### config.mk
export PLATFORM = sky130hd
export DESIGN_NAME = dca_matrix_load2mreg_mbank_flat
export DESIGN_NICKNAME = d
export VERILOG_FILES = /design/src/rtl/dca_matrix_load2mreg_mbank_if.sv /design/src/rtl/dca_matrix_load2mreg_mbank.sv /design/src/flat_wrapper.sv
export SDC_FILE = /design/constraint.sdc
export NUM_CORES = 1
export LEC_CHECK = 0
export BUFFER_PORTS_ARGS = -buffer_cell sky130_fd_sc_hd__buf_2
export CORE_MARGIN = 5
export CORE_UTILIZATION = 35
export DETAILED_ROUTE_END_ITERATION = 6
export PLACE_DENSITY = 0.82
export SETUP_SLACK_MARGIN = 0.3
export SLEW_MARGIN = 20
export SYNTH_ARGS = -nofsm -noshare
export SYNTH_HDL_FRONTEND = slang
export SYNTH_SLANG_ARGS = --single-unit
### constraint.sdc
create_clock -name clk -period 3.9 [get_ports clk]
set_clock_uncertainty 0.1 [all_clocks]
set_input_delay 0.195 -clock clk [delete_from_list [all_inputs] [get_ports clk]]
set_output_delay 0.195 -clock clk [all_outputs]
set_load 0.1 [all_outputs]
### src/rtl/dca_matrix_load2mreg_mbank_if.sv
// Row-load, matrix-register move and loadreg hand-off signals of the multi-bank row loader.
// The loader itself connects through the slave modport.
interface dca_matrix_load2mreg_mbank_if #(
  parameter int BW_ROW  = 32,
  parameter int BW_BANK = 1
);
  logic               load_tensor_row_wvalid;
  logic               load_tensor_row_wlast;
  logic [BW_ROW-1:0]  load_tensor_row_wdata;
  logic               load_tensor_row_wready;
  logic               mreg_move_wenable;
  logic [BW_BANK-1:0] mreg_move_wbank;
  logic [BW_ROW-1:0]  mreg_move_wdata_list1d;
  logic               loadreg_rready;
  logic [BW_BANK-1:0] loadreg_rbank;
  logic               loadreg_rrequest;

  modport slave (
    input  load_tensor_row_wvalid, load_tensor_row_wlast, load_tensor_row_wdata,
    output load_tensor_row_wready,
    output mreg_move_wenable, mreg_move_wbank, mreg_move_wdata_list1d,
    output loadreg_rready, loadreg_rbank,
    input  loadreg_rrequest
  );

  modport master (
    output load_tensor_row_wvalid, load_tensor_row_wlast, load_tensor_row_wdata,
    input  load_tensor_row_wready,
    input  mreg_move_wenable, mreg_move_wbank, mreg_move_wdata_list1d,
    input  loadreg_rready, loadreg_rbank,
    output loadreg_rrequest
  );
endinterface

### src/rtl/dca_matrix_load2mreg_mbank.sv
// Multi-bank matrix row loader: writes incoming tensor rows into NUM_BANK matrix registers,
// masking columns, zero-padding short matrices and draining over-long ones.
module dca_matrix_load2mreg_mbank #(
  parameter int MATRIX_SIZE_PARA = 4,
  parameter int TENSOR_PARA      = 0,
  parameter int NUM_BANK         = 2,
  localparam int MATRIX_NUM_ROW   = MATRIX_SIZE_PARA,
  localparam int MATRIX_NUM_COL   = MATRIX_SIZE_PARA,
  localparam int BW_TENSOR_SCALAR = 8 << TENSOR_PARA,
  localparam int BW_TENSOR_ROW    = BW_TENSOR_SCALAR * MATRIX_NUM_COL,
  localparam int BW_BANK          = (NUM_BANK > 1) ? $clog2(NUM_BANK) : 1,
  localparam int BW_NUM_COL       = $clog2(MATRIX_NUM_COL) + 1
) (
  input  logic                  clk,
  input  logic                  rstnn,
  input  logic                  clear,
  input  logic                  enable,
  output logic                  busy,
  input  logic [BW_NUM_COL-1:0] cfg_num_col,
  output logic                  overflow_error,
  dca_matrix_load2mreg_mbank_if.slave io
);

  localparam logic [BW_TENSOR_SCALAR-1:0] TENSOR_ZERO = '0;

  typedef enum logic [1:0] {LOAD, PAD, DRAIN} wstate_t;

  wstate_t                   state;
  logic [MATRIX_NUM_ROW-1:0] row_oh;
  logic [NUM_BANK-1:0]       full;
  logic [NUM_BANK-1:0]       full_nxt;
  logic [BW_BANK-1:0]        wr_bank;
  logic [BW_BANK-1:0]        rd_bank;
  logic [BW_NUM_COL-1:0]     col_hold;
  logic [BW_NUM_COL-1:0]     ncol;
  logic                      wready;
  logic                      accept;
  logic                      fill;
  logic                      rel;
  logic                      last_row;
  logic [MATRIX_NUM_ROW-1:0] row_rot;

  function automatic logic [BW_NUM_COL-1:0] eff_cols(input logic [BW_NUM_COL-1:0] n);
    if (n == '0 || n >= BW_NUM_COL'(MATRIX_NUM_COL))
      return BW_NUM_COL'(MATRIX_NUM_COL);
    return n;
  endfunction

  function automatic logic [BW_TENSOR_ROW-1:0] mask_row(input logic [BW_TENSOR_ROW-1:0] row,
                                                        input logic [BW_NUM_COL-1:0]    n);
    logic [BW_TENSOR_ROW-1:0] r;
    r = row;
    for (int i = 0; i < MATRIX_NUM_COL; i++)
      if (i >= int'(n)) r[BW_TENSOR_SCALAR*i +: BW_TENSOR_SCALAR] = TENSOR_ZERO;
    return r;
  endfunction

  function automatic logic [BW_BANK-1:0] inc_bank(input logic [BW_BANK-1:0] b);
    return (b == BW_BANK'(NUM_BANK - 1)) ? '0 : b + 1'b1;
  endfunction

  assign last_row = row_oh[MATRIX_NUM_ROW-1];
  assign row_rot  = {row_oh[MATRIX_NUM_ROW-2:0], row_oh[MATRIX_NUM_ROW-1]};

  // Row datapath and handshakes: combinational on registered state, gated by enable
  always_comb begin
    wready = enable & (((state == LOAD) & ~full[wr_bank]) | (state == DRAIN));
    accept = io.load_tensor_row_wvalid & wready;
    ncol   = row_oh[0] ? eff_cols(cfg_num_col) : col_hold;
    rel    = io.loadreg_rrequest & full[rd_bank] & enable;
    fill   = ((state == LOAD) & accept & io.load_tensor_row_wlast & last_row) |
             ((state == PAD) & enable & last_row) |
             ((state == DRAIN) & accept & io.load_tensor_row_wlast);
    full_nxt = full;
    if (fill) full_nxt[wr_bank] = 1'b1;
    if (rel)  full_nxt[rd_bank] = 1'b0;
  end

  assign io.load_tensor_row_wready = wready;
  assign io.mreg_move_wenable      = ((state == LOAD) & accept) | ((state == PAD) & enable);
  assign io.mreg_move_wbank        = wr_bank;
  assign io.mreg_move_wdata_list1d = (state == PAD) ? '0 : mask_row(io.load_tensor_row_wdata, ncol);
  assign io.loadreg_rready         = full[rd_bank];
  assign io.loadreg_rbank          = rd_bank;
  assign busy                      = (state != LOAD) | ~row_oh[0];

  // Write FSM, bank occupancy and read pointer
  always_ff @(posedge clk or negedge rstnn) begin
    if (!rstnn) begin
      state          <= LOAD;
      row_oh         <= MATRIX_NUM_ROW'(1);
      full           <= '0;
      wr_bank        <= '0;
      rd_bank        <= '0;
      overflow_error <= 1'b0;
    end else if (clear) begin
      state          <= LOAD;
      row_oh         <= MATRIX_NUM_ROW'(1);
      full           <= '0;
      wr_bank        <= '0;
      rd_bank        <= '0;
      overflow_error <= 1'b0;
    end else if (enable) begin
      full <= full_nxt;
      if (rel)  rd_bank <= inc_bank(rd_bank);
      if (fill) wr_bank <= inc_bank(wr_bank);
      case (state)
        LOAD: begin
          if (accept) begin
            if (last_row) begin
              row_oh <= MATRIX_NUM_ROW'(1);
              if (!io.load_tensor_row_wlast) state <= DRAIN;
            end else begin
              row_oh <= row_rot;
              if (io.load_tensor_row_wlast) state <= PAD;
            end
          end
        end
        PAD: begin
          if (last_row) begin
            row_oh <= MATRIX_NUM_ROW'(1);
            state  <= LOAD;
          end else begin
            row_oh <= row_rot;
          end
        end
        DRAIN: begin
          if (accept) begin
            overflow_error <= 1'b1;
            if (io.load_tensor_row_wlast) state <= LOAD;
          end
        end
        default: state <= LOAD;
      endcase
    end
  end

  // Column count captured with the first row of each matrix; only read while row_oh[0]==0
  always_ff @(posedge clk) begin
    if (enable && accept && state == LOAD && row_oh[0])
      col_hold <= eff_cols(cfg_num_col);
  end

endmodule

### src/flat_wrapper.sv
// flat-port wrapper written by rule: the top's interface ports become plain ports
module dca_matrix_load2mreg_mbank_flat 
#(
  parameter int MATRIX_SIZE_PARA = 4,
  parameter int TENSOR_PARA      = 0,
  parameter int NUM_BANK         = 2,
  localparam int MATRIX_NUM_ROW   = MATRIX_SIZE_PARA,
  localparam int MATRIX_NUM_COL   = MATRIX_SIZE_PARA,
  localparam int BW_TENSOR_SCALAR = 8 << TENSOR_PARA,
  localparam int BW_TENSOR_ROW    = BW_TENSOR_SCALAR * MATRIX_NUM_COL,
  localparam int BW_BANK          = (NUM_BANK > 1) ? $clog2(NUM_BANK) : 1,
  localparam int BW_NUM_COL       = $clog2(MATRIX_NUM_COL) + 1
)
  (clk, rstnn, clear, enable, busy, cfg_num_col, overflow_error, io_load_tensor_row_wvalid, io_load_tensor_row_wlast, io_load_tensor_row_wdata, io_load_tensor_row_wready, io_mreg_move_wenable, io_mreg_move_wbank, io_mreg_move_wdata_list1d, io_loadreg_rready, io_loadreg_rbank, io_loadreg_rrequest);
  dca_matrix_load2mreg_mbank_if #(.BW_ROW(32), .BW_BANK(1)) io_i ();
  input  logic clk;
  input  logic rstnn;
  input  logic clear;
  input  logic enable;
  output logic busy;
  input  logic [BW_NUM_COL-1:0] cfg_num_col;
  output logic overflow_error;
  input wire logic [$bits(io_i.load_tensor_row_wvalid)-1:0] io_load_tensor_row_wvalid;
  input wire logic [$bits(io_i.load_tensor_row_wlast)-1:0] io_load_tensor_row_wlast;
  input wire logic [$bits(io_i.load_tensor_row_wdata)-1:0] io_load_tensor_row_wdata;
  output wire logic [$bits(io_i.load_tensor_row_wready)-1:0] io_load_tensor_row_wready;
  output wire logic [$bits(io_i.mreg_move_wenable)-1:0] io_mreg_move_wenable;
  output wire logic [$bits(io_i.mreg_move_wbank)-1:0] io_mreg_move_wbank;
  output wire logic [$bits(io_i.mreg_move_wdata_list1d)-1:0] io_mreg_move_wdata_list1d;
  output wire logic [$bits(io_i.loadreg_rready)-1:0] io_loadreg_rready;
  output wire logic [$bits(io_i.loadreg_rbank)-1:0] io_loadreg_rbank;
  input wire logic [$bits(io_i.loadreg_rrequest)-1:0] io_loadreg_rrequest;
  assign io_i.load_tensor_row_wvalid = io_load_tensor_row_wvalid;
  assign io_i.load_tensor_row_wlast = io_load_tensor_row_wlast;
  assign io_i.load_tensor_row_wdata = io_load_tensor_row_wdata;
  assign io_load_tensor_row_wready = io_i.load_tensor_row_wready;
  assign io_mreg_move_wenable = io_i.mreg_move_wenable;
  assign io_mreg_move_wbank = io_i.mreg_move_wbank;
  assign io_mreg_move_wdata_list1d = io_i.mreg_move_wdata_list1d;
  assign io_loadreg_rready = io_i.loadreg_rready;
  assign io_loadreg_rbank = io_i.loadreg_rbank;
  assign io_i.loadreg_rrequest = io_loadreg_rrequest;
  dca_matrix_load2mreg_mbank #(.MATRIX_SIZE_PARA(MATRIX_SIZE_PARA), .TENSOR_PARA(TENSOR_PARA), .NUM_BANK(NUM_BANK)) u_core (.clk(clk), .rstnn(rstnn), .clear(clear), .enable(enable), .busy(busy), .cfg_num_col(cfg_num_col), .overflow_error(overflow_error), .io(io_i));
endmodule
; ---- Yosys cells after proc, flatten, opt, wreduce, memory -nomap -nowiden
; Cells that the tools add are included.
[classes]
n_mul = 0
shifts = 0
div = 0
add_sub_neg = 2
n_mux = 50
n_eq_ne = 8
n_reduce_logical = 20
bitwise = 22
order_cmp = 9
[op_table]
columns = operator, count
row1 = two-way mux 32 bit, 1
row2 = two-way mux 8 bit, 4
row3 = two-way mux 2 bit, 13
row4 = two-way mux 1 bit, 20
row5 = two-way mux 4 bit, 4
row6 = bitwise AND 1 bit, 12
row7 = two-way mux 3 bit, 4
row8 = nonzero test 2 bit, 6
row9 = inequality test 3 x 2 -> 1 bit (second input constant), 3
row10 = case mux 4 bit (2 select lines), 1
row11 = AND reduction 7 bit, 1
row12 = >= comparator 1 x 3 -> 1 bit (first input constant), 2
row13 = >= comparator 2 x 3 -> 1 bit (first input constant), 2
row14 = case mux 2 bit (3 select lines), 1
row15 = AND reduction 3 bit, 2
row16 = logical AND 1 bit, 5
row17 = bitwise OR 1 bit, 5
row18 = less-than comparator 1 x 2 -> 1 bit (second input constant), 2
row19 = inequality test 4 x 3 -> 1 bit (second input constant), 1
row20 = inequality test 4 bit (second input constant), 1
row21 = AND reduction 2 bit, 2
row22 = >= comparator 3 bit (second input constant), 1
row23 = logical NOT 3 bit, 1
row24 = inequality test 3 bit (second input constant), 1
row25 = other kinds (12), 16
[totals]
memories = 0
inputBits = 42
mem_bits_rw = 0
latch_bits = 0
rom_bits = 0
wordCells = 118
out_inout_bits = 39
reg_bits = 14

; ---- Depth between registers and ports, before layout
; Gate-level depths: netlist of the first run.
[depth]
depth_word = 17
ltp_mapped = 5
depth_no_buf = 4

; ---- Worst setup path before layout of the first run
; OpenSTA, ideal clock, no wires.
[synth_path]
path_kind = flip-flop to flip-flop
from = register u_core.wr_bank (netlist: u_core.io.mreg_move_wbank)
to = register u_core.row_oh[2]
required_ps = 3599
setup_time_ps = 201
setup_slack_ps = 518
t_arrival_ps = 3081
n_path_buf = 0
stages_incl_launch_ff = 5
period_less_slack_ps = 3382
cell_sequence = dfrtp_1 > mux2i_2 > a21oi_1 > nor2_1 > o21ai_0
[synth_between]
elab_chain_len = 9
[synth_rtl]
columns = element, line
row1 = from (decl), dca_matrix_load2mreg_mbank.sv:32  ; logic [BW_BANK-1:0] wr_bank;
row2 = from (signal assigned), dca_matrix_load2mreg_mbank.sv:106  ; if (fill) wr_bank <= inc_bank(wr_bank);
row3 = two-way mux 1 bit (not written as such) (2 in a row), dca_matrix_load2mreg_mbank.sv:67  ; wready = enable & (((state == LOAD) & ~full[wr_bank]) | (state == DRAIN));
row4 = inverter 1 bit, dca_matrix_load2mreg_mbank.sv:67
row5 = bitwise AND 1 bit, dca_matrix_load2mreg_mbank.sv:67
row6 = bitwise OR 1 bit, dca_matrix_load2mreg_mbank.sv:67
row7 = bitwise AND 1 bit, dca_matrix_load2mreg_mbank.sv:67
row8 = bitwise AND 1 bit, dca_matrix_load2mreg_mbank.sv:68  ; accept = io.load_tensor_row_wvalid & wready;
row9 = inequality test 3 x 2 -> 1 bit (no source line), n/a
row10 = AND reduction 3 bit (no source line), n/a
row11 = to (signal assigned), dca_matrix_load2mreg_mbank.sv:114  ; row_oh <= row_rot;
row12 = to (signal assigned), dca_matrix_load2mreg_mbank.sv:124  ; row_oh <= row_rot;
row13 = to (decl), dca_matrix_load2mreg_mbank.sv:29  ; logic [MATRIX_NUM_ROW-1:0] row_oh;
; Every way passes these cells. The select of a mux whose other input is x is not followed.
; A chain may end at the register's enable or synchronous reset.

; ---- Worst setup path after layout of the first run
[layout_path]
from = register u_core.state[1]
to = output port io_mreg_move_wdata_list1d[14]
[layout_between]
elab_chain_len = 2
[layout_rtl]
columns = element, line
row1 = from (decl), dca_matrix_load2mreg_mbank.sv:28  ; wstate_t state;
row2 = from (signal assigned), dca_matrix_load2mreg_mbank.sv:90  ; state <= LOAD;
row3 = from (signal assigned), dca_matrix_load2mreg_mbank.sv:97  ; state <= LOAD;
row4 = from (signal assigned), dca_matrix_load2mreg_mbank.sv:112  ; if (!io.load_tensor_row_wlast) state <= DRAIN;
row5 = == test 2 x 1 -> 1 bit, dca_matrix_load2mreg_mbank.sv:82  ; assign io.mreg_move_wdata_list1d = (state == PAD) ? '0 : mask_row(io.load_tensor_row_wdata, ncol);
row6 = two-way mux 32 bit, dca_matrix_load2mreg_mbank.sv:82
row7 = to (decl), flat_wrapper.sv:29  ; output wire logic [$bits(io_i.mreg_move_wdata_list1d)-1:0] io_mreg_move_wdata_list1d;
; Every way passes these cells.

==> results of run 1 <==
## synth_stat cells
library cell,instances,area (µm²)
sky130_fd_sc_hd__nor2b_1,7,43.8
sky130_fd_sc_hd__or3b_2,1,8.76
sky130_fd_sc_hd__or2b_1,1,7.51
sky130_fd_sc_hd__mux2i_2,1,13.8
sky130_fd_sc_hd__or2_2,1,6.26
sky130_fd_sc_hd__o211ai_1,1,7.51
sky130_fd_sc_hd__a41oi_1,1,8.76
sky130_fd_sc_hd__edfxtp_1,3,90.1
sky130_fd_sc_hd__a21oi_1,8,40.0
sky130_fd_sc_hd__nand3_2,1,10.0
sky130_fd_sc_hd__and3_1,1,6.26
sky130_fd_sc_hd__and2_1,32,200
sky130_fd_sc_hd__or4b_1,1,10.0
sky130_fd_sc_hd__nor3b_1,1,7.51
sky130_fd_sc_hd__clkbuf_2,2,10.0
sky130_fd_sc_hd__a311oi_1,1,8.76
sky130_fd_sc_hd__nor3_1,3,15.0
sky130_fd_sc_hd__dfrtp_1,10,250
sky130_fd_sc_hd__a41o_1,1,10.0
sky130_fd_sc_hd__o2bb2ai_1,1,8.76
sky130_fd_sc_hd__dfstp_2,1,26.3
sky130_fd_sc_hd__and3b_1,1,8.76
sky130_fd_sc_hd__nor2_1,10,37.5
sky130_fd_sc_hd__a221oi_1,1,8.76
sky130_fd_sc_hd__o21a_1,1,7.51
sky130_fd_sc_hd__mux2_2,2,22.5
sky130_fd_sc_hd__nand4b_1,2,17.5
sky130_fd_sc_hd__a211oi_1,1,7.51
sky130_fd_sc_hd__o41ai_1,1,8.76
sky130_fd_sc_hd__inv_1,4,15.0
sky130_fd_sc_hd__o21ai_0,7,35.0
sky130_fd_sc_hd__a31oi_1,1,6.26
sky130_fd_sc_hd__xor2_1,1,8.76
sky130_fd_sc_hd__nand3_1,1,5.00
sky130_fd_sc_hd__nand2b_1,2,12.5
sky130_fd_sc_hd__nand2_1,2,7.51
sky130_fd_sc_hd__clkbuf_1,2,7.51
sky130_fd_sc_hd__a21o_1,1,7.51
sky130_fd_sc_hd__nand4_1,2,12.5
## per-stage QoR
stage / total power [µW] / cell area (µm²) / setup slack [ps]
2_1_floorplan: 452 / 1030 / 518
3_3_place_gp: 510 / 1450 / 1700
3_5_place_dp: 511 / 1450 / 1720
4_1_cts: 598 / 1480 / 1380
5_1_grt: 619 / 1480 / 1150
6_report: 591 / 1480 / 1390
## worst max path at each step
| stage | to | slack [ps] |
|---|---|---|
| final | io_mreg_move_wdata_list1d[14] | 1390 |
| after CTS | io_mreg_move_wdata_list1d[8] | 1380 |
| after global placement | io_mreg_move_wdata_list1d[20] | 1700 |
| after detailed placement | io_mreg_move_wdata_list1d[8] | 1720 |
| after floorplan | u_core.row_oh[2]$_DFFE_PN0P_ | 520 |
| after global routing | io_mreg_move_wdata_list1d[10] | 1150 |
## logic make-up (layout without fill, tap and decap cells)
family	after synthesis	in the layout	synth area share
buf+inv	8	89	0.0317
compound gates	26	26	0.161
flops	14	14	0.357
xor+xnor	1	1	0.00854
mux	3	3	0.0354
simple gates	69	69	0.406
## layout make-up
| cell class | count | area (µm²) |
|---|---|---|
| sequential | 14 | 367 |
| clock inverter | 1 | 3.75 |
| fill | 251 | 1300 |
| timing repair buffer | 81 | 410 |
| tap | 31 | 38.8 |
| clock buffer | 3 | 22.5 |
| inverter | 4 | 15.0 |
| multi-input combinational | 99 | 627 |
## state kept, by name, indices dropped and copies added (netlist names)
register and flops:
u_core.row_oh 4, u_core.full 2, u_core.io.mreg_move_wbank 1, u_core.col_hold 3, u_core.state 2, u_core.overflow_error 1
u_core.io.loadreg_rbank 1
## critical path: cells and delay by family, from the launching register on
kind                   cells  cell delay, ps
flip-flops                 1             540
buffers and inverters      1             420
AO/OA/AOI/OAI              1             560
AND/OR/NAND/NOR            2             410
## power by group through the flow
stage                     registers, µW  clock network, µW  logic [µW]
after CTS                           159               88.3         351
after floorplan                     160                  0         292
after global placement              161                  0         348
after global routing                160               95.2         364
final                               159               83.4         349
after detailed placement            162                  0         350
## per-layer routing
layer  vias up  GRT usage
met2        57      0.251
met3         2     0.0701
li1        586          -
met1       540      0.176
met5         -          0
met4         0     0.0153
==> run metrics, run 1 <==
standard cell with the maximum stage delay on the critical path sky130_fd_sc_hd__a311oi_1; ant diodes 0; Hold Path End u_core.io.loadreg_rbank$_DFFE_PN0P_; Final Hold Violating Endpoints 0; initial antenna violation count 0; highest-count cells in the layout ignoring fill and taps sky130_fd_sc_hd__buf_2, sky130_fd_sc_hd__and2_1, sky130_fd_sc_hd__nor2_1, sky130_fd_sc_hd__dfrtp_1, sky130_fd_sc_hd__a21oi_1; type of the tightest min-delay check primary input to register; number of slew-limit violations in the final report 0; Met2 Routed Length 1.38 mm; Worst setup SP type register; Clock Tree Root sky130_fd_sc_hd__clkbuf_4; total iterations of the first detailed-routing run 4; horizontal extent of the die 64.1 µm; total via count after detailed routing about 1.2k; buffer count from post-CTS setup fixing 0; Worst Path Max Fanout 11; Static Leakage between 0.0007 and 0.0008 µW; Comb pwr share 0.591; cell area after technology mapping around 1000 µm²; met1 routed wirelength after detailed routing around 1.1 mm; count of antenna-violating nets left after detailed routing 0; register-to-register setup slack 2060 ps; number of buffers inserted by hold repair at cts 1; Distinct cells, synth 39; RSZ-0062 raised after global routing false; synthesized area per cell around 8.5 µm²; maximum number of pins on one net before global-route repair 15; relative max-transition margin 0.566; syn nets around 160; category of the critical setup timing path register to primary output; post-DR vias/cell a little over 5; synthesis-stage register bit count 14; final layout net count about 250; Port Buf Inserts 80; post-route fraction of the period consumed by the critical path 0.642; crit-path cells nor2b_1 > a311oi_1 > and2_1 > buf_2; Register-to-Register Path Depth 3; leftover overflow at the end of global routing 0; Hold Startpoint io_loadreg_rrequest; CORE AREA approximately 2800 µm²; layout overhead on the synthesized area 44.6%; die height roughly 64 µm; amount of wire on met3 after detailed routing about 450 µm; Detailed Place HPWL between 2 and 2.5 mm; reported max-cap violation count 0; Worst R2R End u_core.col_hold[0]$_DFFE_PP_; Total GRT Usage 0.148; initial standard-cell utilization of the core 0.369; clock transition at the registers of the reported paths 80 ps; WP data arrival between 2000 and 2500 ps; status finished clean; final setup violation count 0; Boundary Pins 81; endpoint class of the critical path primary output; accumulated negative setup slack 0 ps; number of placed instances, taps included ~230; Resize count post-CTS 0; floorplan row count 19; Syn Inst Count roughly 120; Warnings, synthesis 0; switching share of total power 0.571; total wirelength of the detailed-routed design 2.99 mm; top sig layer met4; total net switching power roughly 340 µW; crit path from u_core.state[1]$_DFFE_PN0P_; initial detailed-routing violation count 25; clock sink count 14; Fin Hold WS 102 ps; Util after Layout 0.534; wire per inst roughly 13 µm; power density over cell area approximately 400 nW/µm²; Max rail drop VDD 0.000334 V; H-tree lvl count 1; vias in the first global route between 1k and 1.5k; Least-Margin Pin Slew 646 ps; Clk Latency, worst-skew pair 280 ps; maximum clock insertion buffer count 2; DRC Markers 0; cts bufs inserted 3; maximum achievable frequency 0.399 GHz; post-route insts no fill around 230; crit-path max cell delay 560 ps; fraction of layout instances using a drive strength above 1 0.446; first-pass GRT wire length between 5 and 6 mm; clock tree from TritonCTS done; worst path required time about 3600 ps; most common cell after layout, fill and taps aside sky130_fd_sc_hd__buf_2; Die Outline Area a little over 4000 µm²; routability-driven placement congestion ratio 0.850; clock share of power 0.141; Internal Power 253 µW; depth of the worst hold-timing path 3; startpoint of the most critical register-to-register path u_core.io.mreg_move_wbank$_DFFE_PN0P_; register share of total power 0.268; post-route minimum period roughly 2500 ps; sequential-to-total area share from yosys stat 0.357
Note: power is estimated with default switching activity, not from simulation.
==> inputs of run 2 (changes only) <==
Settings changed: PLACE_DENSITY 0.82 to 0.84.
Clock period 3.9 ns to 2.25 ns, I/O delays scaled along.
==> run 2 against run 1 <==
Total power rose by 120%. Sequential cell count did not move. Global-route usage rose by 3.8 points. Register-to-register slack got worse by 1700 ps. First-iteration DRC count rose to 3.3 times the previous value. Cell count rose by 2.1%. Critical endpoint is now io_mreg_move_wdata_list1d[23]. Largest cell class is now non-clock buffers. Highest routed layer unchanged.
==> run metrics, run 2 (synthesis gave the netlist of run 1 again) <==
clock transition at the registers of the reported paths roughly 90 ps; register-to-register setup slack about 370 ps; Clock Tree Root sky130_fd_sc_hd__clkbuf_4; crit-path max cell delay between 500 and 600 ps; vias in the first global route ~1.2k; standard cell with the maximum stage delay on the critical path sky130_fd_sc_hd__dfstp_2; power density over cell area ~630 nW/µm²; reported max-cap violation count 0; CP Buf/Inv Count 2; Hold Path End u_core.io.loadreg_rbank$_DFFE_PN0P_; status finished clean; post-route fraction of the period consumed by the critical path 0.878; maximum achievable frequency 0.506 GHz; cts bufs inserted 3; horizontal extent of the die 64.1 µm; accumulated negative setup slack 0 ps; Worst R2R End u_core.io.mreg_move_wbank$_DFFE_PN0P_; Register-to-Register Path Depth 5; Hold Startpoint io_loadreg_rrequest; layout overhead on the synthesized area 104%; switching share of total power 0.493; initial standard-cell utilization of the core 0.369; number of placed instances, taps included approximately 230; post-DR vias/cell 5.42; leftover overflow at the end of global routing 0; initial detailed-routing violation count slightly above 80; highest-count cells in the layout ignoring fill and taps sky130_fd_sc_hd__buf_2, sky130_fd_sc_hd__buf_12, sky130_fd_sc_hd__and2_2; most common cell after layout, fill and taps aside sky130_fd_sc_hd__buf_2; Max rail drop VDD around 0.00054 V; Port Buf Inserts 80; fraction of layout instances using a drive strength above 1 0.623; Die Outline Area ~4100 µm²; clock share of power 0.141; CORE AREA 2780 µm²; Total GRT Usage 0.186; DRC Markers 0; clock tree from TritonCTS done; register share of total power 0.209; Static Leakage 0.000980 µW; endpoint class of the critical path primary output; crit-path cells nor2_1 > a221oi_2 > buf_4 > and2_2 > buf_12; startpoint of the most critical register-to-register path u_core.io.mreg_move_wbank$_DFFE_PN0P_; type of the tightest min-delay check primary input to register; Detailed Place HPWL between 3 and 4 mm; total net switching power approximately 650 µW; largest registers u_core.row_oh x4, u_core.col_hold x3; Final Hold Violating Endpoints 0; Worst path top cell family by delay flip-flops; initial antenna violation count 0; Comb pwr share 0.650; RSZ-0062 raised after global routing true; ant diodes 0; WP data arrival roughly 1800 ps; crit path from u_core.row_oh[0]$_DFFE_PN1P_; depth of the worst hold-timing path 3; Worst Path Max Fanout 8; fill count roughly 180; number of slew-limit violations in the final report 0; clock sink count 14; Least-Margin Pin Slew 483 ps; die height 64.1 µm; Boundary Pins 81; wire per inst 18.7 µm; floorplan row count 19; maximum clock insertion buffer count 2; category of the critical setup timing path register to primary output; post-route insts no fill 238; H-tree lvl count 1; final setup violation count 0; first-pass GRT wire length between 6 and 7 mm; worst path required time between 2000 and 2500 ps; total via count after detailed routing between 1k and 1.5k; Internal Power 666 µW; Clk Latency, worst-skew pair 290 ps; final layout net count between 200 and 300; total iterations of the first detailed-routing run 4; routability-driven placement congestion ratio between 0.7 and 0.8; count of antenna-violating nets left after detailed routing 0; post-route minimum period 1980 ps; total wirelength of the detailed-routed design ~4.5 mm; Worst setup SP type register; relative max-transition margin 0.677; maximum number of pins on one net before global-route repair 15; Largest register FFs 4; register ranked first by flip-flop count u_core.row_oh
## run 2: power by group through the flow
| stage | combinational (µW) | sequential (µW) | clock, µW |
|---|---|---|---|
| final | 854 | 275 | 185 |
| after global routing | 878 | 276 | 199 |
| after CTS | 814 | 274 | 188 |
| after detailed placement | 786 | 280 | 0 |
| after global placement | 779 | 280 | 0 |
| after floorplan | 519 | 277 | 0 |
## run 2: what timing repair did
action,CTS,global route
hold buffers,1,0
pin swaps,0,10
gates resized for setup,23,29
endpoints found under the setup margin,33,34
setup buffers,1,1
cloned,0,0
hold endpoints to repair,11,0
## run 2: worst max path at each step
stage | to | slack [ps] | depth (start not counted)
after floorplan | u_core.row_oh[2]$_DFFE_PN0P_ | 170 | 4
after global placement | io_mreg_move_wdata_list1d[7] | 420 | 4
after detailed placement | io_mreg_move_wdata_list1d[2] | 370 | 4
after CTS | busy | 280 | 3
after global routing | io_mreg_move_wdata_list1d[18] | 190 | 5
final | io_mreg_move_wdata_list1d[23] | 270 | 5
## run 2: layer usage
layer	track usage	wire length, µm	part of all wire
met5	0	0	0
met4	0.0534	54	0.012
met3	0.0438	378	0.085
met2	0.340	2260	0.51
met1	0.212	1760	0.40
## run 2: area by class of cell
type / instances / area (µm²) / area share
multi-input cells: 99 / 714 / 0.341
well taps: 31 / 38.8 / 0.0185
flip-flops and latches: 14 / 373 / 0.178
clock buffers: 4 / 36.3 / 0.0173
repair buffers: 86 / 916 / 0.438
inverters: 4 / 15.0 / 0.00717
## run 2: worst reg2reg max path, stage by stage (launching register included)
cell	delay (ps)
sky130_fd_sc_hd__dfrtp_4	520
sky130_fd_sc_hd__mux2i_4	220
sky130_fd_sc_hd__buf_4	150
sky130_fd_sc_hd__and3_1	150
sky130_fd_sc_hd__o21ai_0	260
sky130_fd_sc_hd__mux2_2	370
## run 2: stage by stage
| stage | hold WS, ps | util | power, µW | setup slack (ps) | area, µm² |
|---|---|---|---|---|---|
| 4_1_cts | 15.5 | 0.716 | 1280 | 280 | 1990 |
| 5_1_grt | 46.9 | 0.753 | 1350 | 192 | 2090 |
| 2_1_floorplan | -283 | - | 796 | 174 | 1080 |
| 3_5_place_dp | -105 | 0.676 | 1070 | 370 | 1880 |
| 6_report | 23.0 | 0.753 | 1310 | 275 | 2090 |
| 3_3_place_gp | -107 | 0.676 | 1060 | 422 | 1880 |
==> inputs of run 3 (changes only) <==
Settings changed: CORE_ASPECT_RATIO from default to 0.7.
==> run 3 against run 2 <==
Routed wire length grew 2.4%. Combinational power shrank 1%. Via count grew 2.7%. Die area grew 0.43%. Clock power grew 38%. Setup slack lost 12 ps. Total power grew 4.5%.
==> run metrics, run 3 (synthesis gave the netlist of run 1 again) <==
Least-Margin Pin Slew between 400 and 500 ps; RSZ-0062 raised after global routing true; reported max-cap violation count 0; ant diodes 0; fill count roughly 180; highest-count cells in the layout ignoring fill and taps sky130_fd_sc_hd__buf_2, sky130_fd_sc_hd__buf_12, sky130_fd_sc_hd__and2_4; Detailed Place HPWL about 3.2 mm; maximum number of pins on one net before global-route repair 15; vias in the first global route ~1.3k; crit-path cells nor2b_2 > a311oi_2 > buf_4 > and2_2 > buf_12; crit-path max cell delay 430 ps; DRC Markers 0; fraction of layout instances using a drive strength above 1 0.636; register ranked first by flip-flop count u_core.row_oh; final layout net count 252; relative max-transition margin 0.670; type of the tightest min-delay check primary input to register; horizontal extent of the die 74.7 µm; total iterations of the first detailed-routing run 4; register-to-register setup slack 390 ps; clock tree from TritonCTS done; WP data arrival about 1800 ps; power density over cell area 662 nW/µm²; number of slew-limit violations in the final report 0; total wirelength of the detailed-routed design roughly 4.6 mm; largest registers u_core.row_oh x4, u_core.col_hold x3; depth of the worst hold-timing path 3; endpoint class of the critical path primary output; Port Buf Inserts 80; Max rail drop VDD about 0.00038 V; maximum achievable frequency around 0.50 GHz; startpoint of the most critical register-to-register path u_core.state[0]$_DFFE_PN0P_; status finished clean; final setup violation count 0; CORE AREA 2800 µm²; most common cell after layout, fill and taps aside sky130_fd_sc_hd__buf_2; initial antenna violation count 0; leftover overflow at the end of global routing 0; total via count after detailed routing 1325; Die Outline Area ~4100 µm²; Clk Latency, worst-skew pair between 200 and 300 ps; Total GRT Usage 0.204; Static Leakage 0.000986 µW; post-route minimum period approximately 2000 ps; worst path required time 2040 ps; Worst setup SP type register; Util after Layout 0.740; standard cell with the maximum stage delay on the critical path sky130_fd_sc_hd__dfrtp_2; Register-to-Register Path Depth 4; post-route fraction of the period consumed by the critical path 0.883; wire per inst ~19 µm; area post-placement roughly 1900 µm²; clock transition at the registers of the reported paths 70 ps; count of antenna-violating nets left after detailed routing 0; cts bufs inserted 3; final cell area excluding filler cells about 2100 µm²; Clock Tree Root sky130_fd_sc_hd__clkbuf_8; clock sink count 14; category of the critical setup timing path register to primary output; Worst R2R End u_core.col_hold[0]$_DFFE_PP_; die height 55.3 µm; maximum clock insertion buffer count 2; Hold Path End u_core.io.loadreg_rbank$_DFFE_PN0P_; floorplan row count 16; Final Hold Violating Endpoints 0; accumulated negative setup slack 0 ps; routability-driven placement congestion ratio around 0.86; layout overhead on the synthesized area 102%; Largest register FFs 4; H-tree lvl count 1; first-pass GRT wire length about 6.6 mm; initial standard-cell utilization of the core 0.366; post-DR vias/cell 5.41; Boundary Pins 81; Hold Startpoint io_loadreg_rrequest; initial detailed-routing violation count roughly 130; Worst Path Max Fanout 8
run 3: cell count changes in the layout (fill, tap and decap cells not counted), sizes merged:
cell and change:
buf +2
run 3: repair_timing:
action,4_1_cts,5_1_grt
setup buffers,2,1
gates resized for setup,15,22
hold endpoints to repair,11,0
pin swaps,1,13
hold buffers,1,0
setup endpoints to repair,33,25
run 3: final cells by class:
class / count / area (µm²) / share of cell area
Sequential cell: 14 / 372 / 0.179
Multi-Input combinational cell: 99 / 734 / 0.354
Clock buffer: 4 / 55.1 / 0.0265
Timing Repair Buffer: 88 / 853 / 0.411
Tap cell: 36 / 45.0 / 0.0217
Inverter: 4 / 15.0 / 0.00724
run 3: power breakdown:
| group | total, µW | switching (µW) | internal, µW | leakage [µW] |
|---|---|---|---|---|
| combinational | 844 | 556 | 288 | 0.000783 |
| clock | 255 | 99.6 | 155 | 0.0000288 |
| sequential | 276 | 7.12 | 269 | 0.000173 |
| total | 1370 | 663 | 711 | 0.000986 |
run 3: how the worst max path moves through the flow:
stage                                                startpoint                       endpoint  slack, ps  cells past startpoint
after floorplan           u_core.io.mreg_move_wbank$_DFFE_PN0P_   u_core.row_oh[2]$_DFFE_PN0P_        170                      4
after global placement             u_core.row_oh[0]$_DFFE_PN1P_   io_mreg_move_wdata_list1d[3]        490                      4
after detailed placement            u_core.state[0]$_DFFE_PN0P_   io_mreg_move_wdata_list1d[0]        370                      4
after CTS                          u_core.row_oh[0]$_DFFE_PN1P_  io_mreg_move_wdata_list1d[28]        290                      6
after global routing               u_core.row_oh[0]$_DFFE_PN1P_  io_mreg_move_wdata_list1d[10]        220                      5
final                               u_core.state[0]$_DFFE_PN0P_  io_mreg_move_wdata_list1d[10]        260                      5
run 3: worst max-delay path: cells and delay by family (launching register included):
kind | cells | cell delay, ps
DFF | 1 | 430
and+or+nand+nor | 2 | 380
buffers and inverters | 2 | 370
AOI/OAI and AO/OA | 1 | 330
run 3: through the flow:
stage          hold WS, ps  power [µW]  worst slack, ps  instances
2_1_floorplan         -283         796              174        121
3_3_place_gp          -106        1060              485        237
3_5_place_dp          -105        1070              369        237
4_1_cts               78.0        1330              288        244
5_1_grt               91.3        1410              219        245
6_report              80.6        1370              263        245
run 3: routing by layer:
layer / wire length (µm) / GRT usage / vias to the layer above
met4: 148 / 0.0457 / 0
met2: 2420 / 0.372 / 84
met1: 1580 / 0.233 / 628
li1: - / - / 599
met5: 0 / 0 / -
met3: 416 / 0.0543 / 14
